### config.mk
export PLATFORM = sky130hd
export DESIGN_NAME = eth_rx_frame_check
export DESIGN_NICKNAME = d
export VERILOG_FILES = /design/src/rtl/eth_rx_frame_check_pkg.sv /design/src/rtl/eth_crc32_byte.sv /design/src/rtl/eth_rx_frame_check.sv
export SDC_FILE = /design/constraint.sdc
export NUM_CORES = 1
export LEC_CHECK = 0
export BUFFER_PORTS_ARGS = -buffer_cell sky130_fd_sc_hd__clkbuf_2
export CORE_AREA = 2 2 102 104
export DETAILED_ROUTE_END_ITERATION = 12
export DIE_AREA = 0 0 104 106
export PLACE_DENSITY_LB_ADDON = 0.3
export SLEW_MARGIN = 5
export SYNTH_ARGS = -nofsm -noshare
export SYNTH_HDL_FRONTEND = slang
export SYNTH_SLANG_ARGS = --single-unit
### constraint.sdc
create_clock -name clk -period 2.65 [get_ports clk]
set_clock_uncertainty 0.1 [all_clocks]
set_input_delay 0.1325 -clock clk [delete_from_list [all_inputs] [get_ports clk]]
set_output_delay 0.1325 -clock clk [all_outputs]
set_load 0.02 [all_outputs]
### src/rtl/eth_rx_frame_check_pkg.sv
// Constants and state encoding shared by the receive frame checker and its CRC
// helper, so the transmit-side FCS generator can reuse the same values later.
package eth_rx_frame_check_pkg;

    localparam logic [31:0] ETH_CRC_POLY    = 32'hEDB88320;
    localparam logic [31:0] ETH_CRC_INIT    = 32'hFFFFFFFF;
    localparam logic [31:0] ETH_CRC_RESIDUE = 32'hDEBB20E3;
    localparam logic [47:0] ETH_BCAST       = 48'hFFFFFFFFFFFF;

    typedef enum logic [1:0] {
        ST_IDLE = 2'd0,
        ST_RECV = 2'd1,
        ST_DROP = 2'd2,
        ST_DONE = 2'd3
    } rx_state_t;

endpackage

### src/rtl/eth_crc32_byte.sv
// Combinational CRC-32 (reflected, LSB first) advance by one byte; no final inversion.
module eth_crc32_byte
    import eth_rx_frame_check_pkg::*;
(
    input  logic [31:0] crc_i,
    input  logic [7:0]  data_i,
    output logic [31:0] crc_o
);

    logic [31:0] stage [0:8];

    assign stage[0] = crc_i;

    for (genvar gi = 0; gi < 8; gi++) begin : g_bit
        assign stage[gi+1] = {1'b0, stage[gi][31:1]}
                           ^ ((stage[gi][0] ^ data_i[gi]) ? ETH_CRC_POLY : 32'h0);
    end

    assign crc_o = stage[8];

endmodule

### src/rtl/eth_rx_frame_check.sv
// Receive-side frame checker: destination filtering, FCS residue and length checks,
// buffer writes, and a one-cycle frame_done carrying the latched frame status.
module eth_rx_frame_check
    import eth_rx_frame_check_pkg::*;
#(
    parameter int unsigned ADDR_W  = 11,
    parameter int unsigned MIN_LEN = 64,
    parameter int unsigned MAX_LEN = 1518
) (
    input  logic              clk,
    input  logic              rst,
    input  logic [7:0]        rx_data,
    input  logic              rx_rdy,
    input  logic              rx_busy,
    input  logic [47:0]       mac_addr,
    input  logic              promisc,
    output logic              wr_en,
    output logic [ADDR_W-1:0] wr_addr,
    output logic [7:0]        wr_data,
    output logic              frame_done,
    output logic              frame_ok,
    output logic              crc_err,
    output logic              len_err,
    output logic              addr_miss,
    output logic              ovf,
    output logic [10:0]       frame_len
);

    localparam logic [10:0] CNT_MAX   = 11'h7FF;
    localparam int unsigned BUF_BYTES = 1 << ADDR_W;

    rx_state_t   state_q, state_d;
    logic        busy_q;
    logic [10:0] cnt_q, cnt_d;
    logic [31:0] crc_q, crc_d, crc_next;
    logic        bcast_q, bcast_d, ucast_q, ucast_d;
    logic        miss_q, miss_d, ovf_q, ovf_d;
    logic        wr_en_d;
    logic        busy_rise, busy_fall, buf_full, crc_bad, len_bad;
    logic [7:0]  mac_byte [0:7];

    // Byte 0 of the station address is the most significant octet on the wire.
    for (genvar gi = 0; gi < 8; gi++) begin : g_mac
        if (gi < 6) begin : g_hdr
            assign mac_byte[gi] = mac_addr[47-8*gi -: 8];
        end else begin : g_pad
            assign mac_byte[gi] = 8'h00;
        end
    end

    eth_crc32_byte u_crc (
        .crc_i  (crc_q),
        .data_i (rx_data),
        .crc_o  (crc_next)
    );

    assign busy_rise = rx_busy & ~busy_q;
    assign busy_fall = busy_q & ~rx_busy;
    assign buf_full  = 32'(cnt_q) >= BUF_BYTES;
    assign crc_bad   = crc_q != ETH_CRC_RESIDUE;
    assign len_bad   = (32'(cnt_q) < MIN_LEN) | (32'(cnt_q) > MAX_LEN);

    always_comb begin
        state_d = state_q;
        cnt_d   = cnt_q;
        crc_d   = crc_q;
        bcast_d = bcast_q;
        ucast_d = ucast_q;
        miss_d  = miss_q;
        ovf_d   = ovf_q;
        wr_en_d = 1'b0;
        case (state_q)
            ST_IDLE, ST_DONE: begin
                state_d = ST_IDLE;
                if (busy_rise) begin
                    state_d = ST_RECV;
                    cnt_d   = '0;
                    crc_d   = ETH_CRC_INIT;
                    bcast_d = 1'b1;
                    ucast_d = 1'b1;
                    miss_d  = 1'b0;
                    ovf_d   = 1'b0;
                end
            end
            ST_RECV, ST_DROP: begin
                if (rx_rdy) begin
                    crc_d = crc_next;
                    cnt_d = (cnt_q == CNT_MAX) ? cnt_q : cnt_q + 11'd1;
                    if (buf_full) begin
                        ovf_d = 1'b1;
                    end else if (state_q == ST_RECV) begin
                        wr_en_d = 1'b1;
                    end
                    if (state_q == ST_RECV && cnt_q < 11'd6) begin
                        bcast_d = bcast_q & (rx_data == ETH_BCAST[7:0]);
                        ucast_d = ucast_q & (rx_data == mac_byte[cnt_q[2:0]]);
                        if (cnt_q == 11'd5 && !(bcast_d | ucast_d | promisc)) begin
                            miss_d  = 1'b1;
                            state_d = ST_DROP;
                        end
                    end
                end
                // End of frame wins over a same-cycle drop decision; the miss flag is kept.
                if (busy_fall) begin
                    state_d = ST_DONE;
                end
            end
            default: state_d = ST_IDLE;
        endcase
    end

    always_ff @(posedge clk or posedge rst) begin
        if (rst) begin
            state_q    <= ST_IDLE;
            busy_q     <= 1'b1;
            cnt_q      <= '0;
            crc_q      <= ETH_CRC_INIT;
            bcast_q    <= 1'b1;
            ucast_q    <= 1'b1;
            miss_q     <= 1'b0;
            ovf_q      <= 1'b0;
            wr_en      <= 1'b0;
            wr_addr    <= '0;
            wr_data    <= '0;
            frame_done <= 1'b0;
            frame_ok   <= 1'b0;
            crc_err    <= 1'b0;
            len_err    <= 1'b0;
            addr_miss  <= 1'b0;
            ovf        <= 1'b0;
            frame_len  <= '0;
        end else begin
            state_q    <= state_d;
            busy_q     <= rx_busy;
            cnt_q      <= cnt_d;
            crc_q      <= crc_d;
            bcast_q    <= bcast_d;
            ucast_q    <= ucast_d;
            miss_q     <= miss_d;
            ovf_q      <= ovf_d;
            wr_en      <= wr_en_d;
            wr_addr    <= cnt_q[ADDR_W-1:0];
            wr_data    <= rx_data;
            frame_done <= (state_q == ST_DONE);
            if (state_q == ST_DONE) begin
                crc_err   <= crc_bad;
                len_err   <= len_bad;
                addr_miss <= miss_q;
                ovf       <= ovf_q;
                frame_ok  <= ~(crc_bad | len_bad | miss_q | ovf_q);
                frame_len <= cnt_q;
            end
        end
    end

endmodule

==> flow_metrics.py <==
metrics = {
    "logic_synthesis": {
        "synthDominantAreaCellType": "dfrtp_1",
        "avgSynthCellArea_sq_um": 10.7,
        "synthTopCellsByArea": "dfrtp_1 (26%), dfstp_2 (19%), xnor2_1 (8.3%), xor2_1 (4.3%), mux2_2 (4.2%)",
        "synth_flop_cell": "dfrtp_1",
        "syn_area_sq_um": 4840,
        "ys_seq_elements": 85,
        "netlist_instances": 453,
        "ys_types": 54,
        "synth-edff-count": 0,
        "synth_top_area_share_pct": 25.9,
        "syn-num-nets": 519,
        "synth_commonest_cells": "dfrtp_1 (50), xnor2_1 (46), a21oi_1 (39)",
        "yosysSeqAreaShare_pct": 44.9,
        "synthArstFlopShare_pct": 100,
        "yosysMostFrequentCell": "dfrtp_1",
        "ys_warn_count": 0,
    },
    "power_and_ir_drop": {
        "switchingPower_uw": 3050,
        "cellPowerDensity_nw_per_um2": 1280,
        "power.total_uw": 7490,
        "seqPwrFrac_pct": 30.2,
        "p_int_uw": 4440,
        "vdd_drop_max_mv": 0.879,
        "pwr-share-clk_pct": 15.4,
        "pwr-share-comb_pct": 54.3,
        "swShare_pct": 40.8,
        "leakagePower_uw": 0.00255,
    },
    "sta": {
        "finalHoldViolations": 0,
        "setup_viol": 0,
        "relSlewSlack_pct": 46.2,
        "whs_ns": 0.00500,
        "post-route-period-util_pct": 88.9,
        "worst_pin_slew_ns": 0.807,
        "fmaxAchievable_mhz": 425,
        "slew_violations": 0,
        "finalSetupTns_ns": 0,
        "fin_crit_ns": 2.36,
        "rsz0062_at_grt": "false",
    },
    "flow_run": {
        "maxCapViolations": 0,
    },
    "placement": {
        "portBuffers": 96,
        "place.gp.congestion": 0.873,
        "dp_hpwl_mm": 8.33,
        "placed_cells": 672,
    },
    "routing": {
        "drt_iter0_markers": 137,
        "drc": 0,
        "drt_pass1_iterations": 4,
        "wl_mm": 11.5,
        "vias_per_cell": 5.49,
        "wl_per_cell_um": 16.4,
        "vias": 3833,
        "ant_nets": 0,
    },
    "critical_path": {
        "critPathArrivalTime_ns": 2.48,
        "crit_type": "flop to flop",
        "critical_path.max_fanout": 27,
        "critPathRequiredTime_ns": 2.77,
        "end_kind": "flop",
        "cp-start-kind": "flop",
    },
    "floorplan": {
        "io_pins": 98,
        "chipHeight_um": 106,
        "die_area_sq_um": 11000,
        "core_area_sq_um": 10000,
        "die_w_um": 104,
        "initial_core_util_pct": 48.4,
        "rows": 37,
    },
    "global_routing": {
        "met3_usage_pct": 3.31,
        "globalRoute.totalOverflow": 0,
        "grt_pass1_wl_mm": 19.3,
        "grtUsageTotal_pct": 21.8,
        "grt_busiest_layer": "met2",
        "grt_pass1_vias": 3923,
        "grt.met1_usage_pct": 28.3,
        "use_met2_pct": 36.8,
        "grt_max_degree": 50,
        "antenna_found_initial": 0,
    },
    "outcome": {
        "status": "finished clean",
    },
    "clock_tree": {
        "cts_tree": "done",
        "h-tree-depth": 3,
        "cts_setup_buffers": 0,
        "cts_buffer_depth": 2,
        "root_buffer": "clkbuf_8",
        "clk_pin_slew_ns": 0.09,
        "numCtsBuffers": 9,
        "clk_latency_ns": 0.36,
        "cts.sink_count": 85,
    },
    "layout": {
        "n_antenna_cell": 0,
        "finalNonFillerCells": 698,
        "area_delta_synth_final_pct": 20.7,
        "layout.nets": 623,
        "drive_gt1_share_pct": 35.6,
    },
    "hold_path": {
        "hp-class": "input port to flop",
    },
}
final cells by class:
cell class                      count  area, sq um
Clock buffer                        9          124
Multi-Input combinational cell    330         2500
Tap cell                          136          170
Timing Repair Buffer              119          703
Sequential cell                    85         2170
Inverter                           12         46.3
Fill cell                         870         4160
Clock inverter                      7          128
per-stage QoR:
step,cell area (sq um),util [%],setup slack [ns]
6_report,5840,58.4,0.295
3_5_place_dp,5490,54.9,0.171
2_1_floorplan,4840,-,0.282
4_1_cts,5840,58.4,0.145
5_1_grt,5840,58.4,0.0164
3_3_place_gp,5490,54.9,0.210
critical path: stages (launching register included):
cell and delay, ns:
dfrtp_1 0.83, inv_1 0.32, a22oi_1 0.28, o221ai_1 0.19, nor4b_2 0.38, a31oi_1 0.13
timing repair:
| item | CTS | global route |
|---|---|---|
| hold endpoints to repair | 50 | 0 |
| gates resized for setup | 0 | 1 |
| endpoints found under the setup margin | 0 | 3 |
| hold buffers | 10 | 0 |
cells in the final DEF (no fill, tap or decap), types with 16 or more instances in the layout:
cell      count
dfstp_2      35
nor2_1       18
o21ai_0      20
clkbuf_2     96
mux2i_1      16
a21oi_1      39
xor2_1       24
mux2_2       18
dfrtp_1      49
xnor2_1      46
nor3_1       29
path summary, 6_finish.rpt:
check,startpoint,to,slack (ns),depth (start not counted)
worst min register to register,cnt_q[10],wr_addr[10],0.34,0
worst min-delay path,rx_data[7],wr_data[7],0.005,1
min in group asynchronous,rst,frame_done,0.31,3
worst max-delay path,cnt_q[2],state_q[1],0.29,5
max in group asynchronous,rst,crc_q[13],1.41,4
worst max register to register,cnt_q[2],state_q[1],0.29,5
metal layers:
layer	share of wire, %	vias up
met4	3.0	0
met5	0	-
li1	-	1804
met3	4.9	32
met1	42	1884
met2	50	113
state kept, by name, indices dropped and copies added, names as in the netlist:
register	cells
wr_en	1
cnt_q	11
ucast_q	1
bcast_q	1
wr_addr	11
len_err	1
crc_err	1
busy_q	1
frame_ok	1
frame_done	1
miss_q	1
state_q	2
frame_len	11
wr_data	8
crc_q	32
addr_miss	1
power groups by stage:
stage / combinational [uW] / sequential [uW] / clock, uW
2_1_floorplan: 3250 / 2220 / 0
3_3_place_gp: 3960 / 2270 / 0
3_5_place_dp: 4060 / 2280 / 0
4_1_cts: 4090 / 2260 / 1180
5_1_grt: 4470 / 2320 / 1240
6_report: 4070 / 2260 / 1160
cell families after synthesis:
group	share of synthesized area, %
adder cells (fa/ha/maj)	1.29
XOR/XNOR	17.1
buffers and inverters	3.62
other	0.0775
flip-flops	44.9
multiplexers	9.36
AND/OR/NAND/NOR	13.8
AO/OA/AOI/OAI	9.93
No activity file was read; power rests on OpenSTA's default activity.
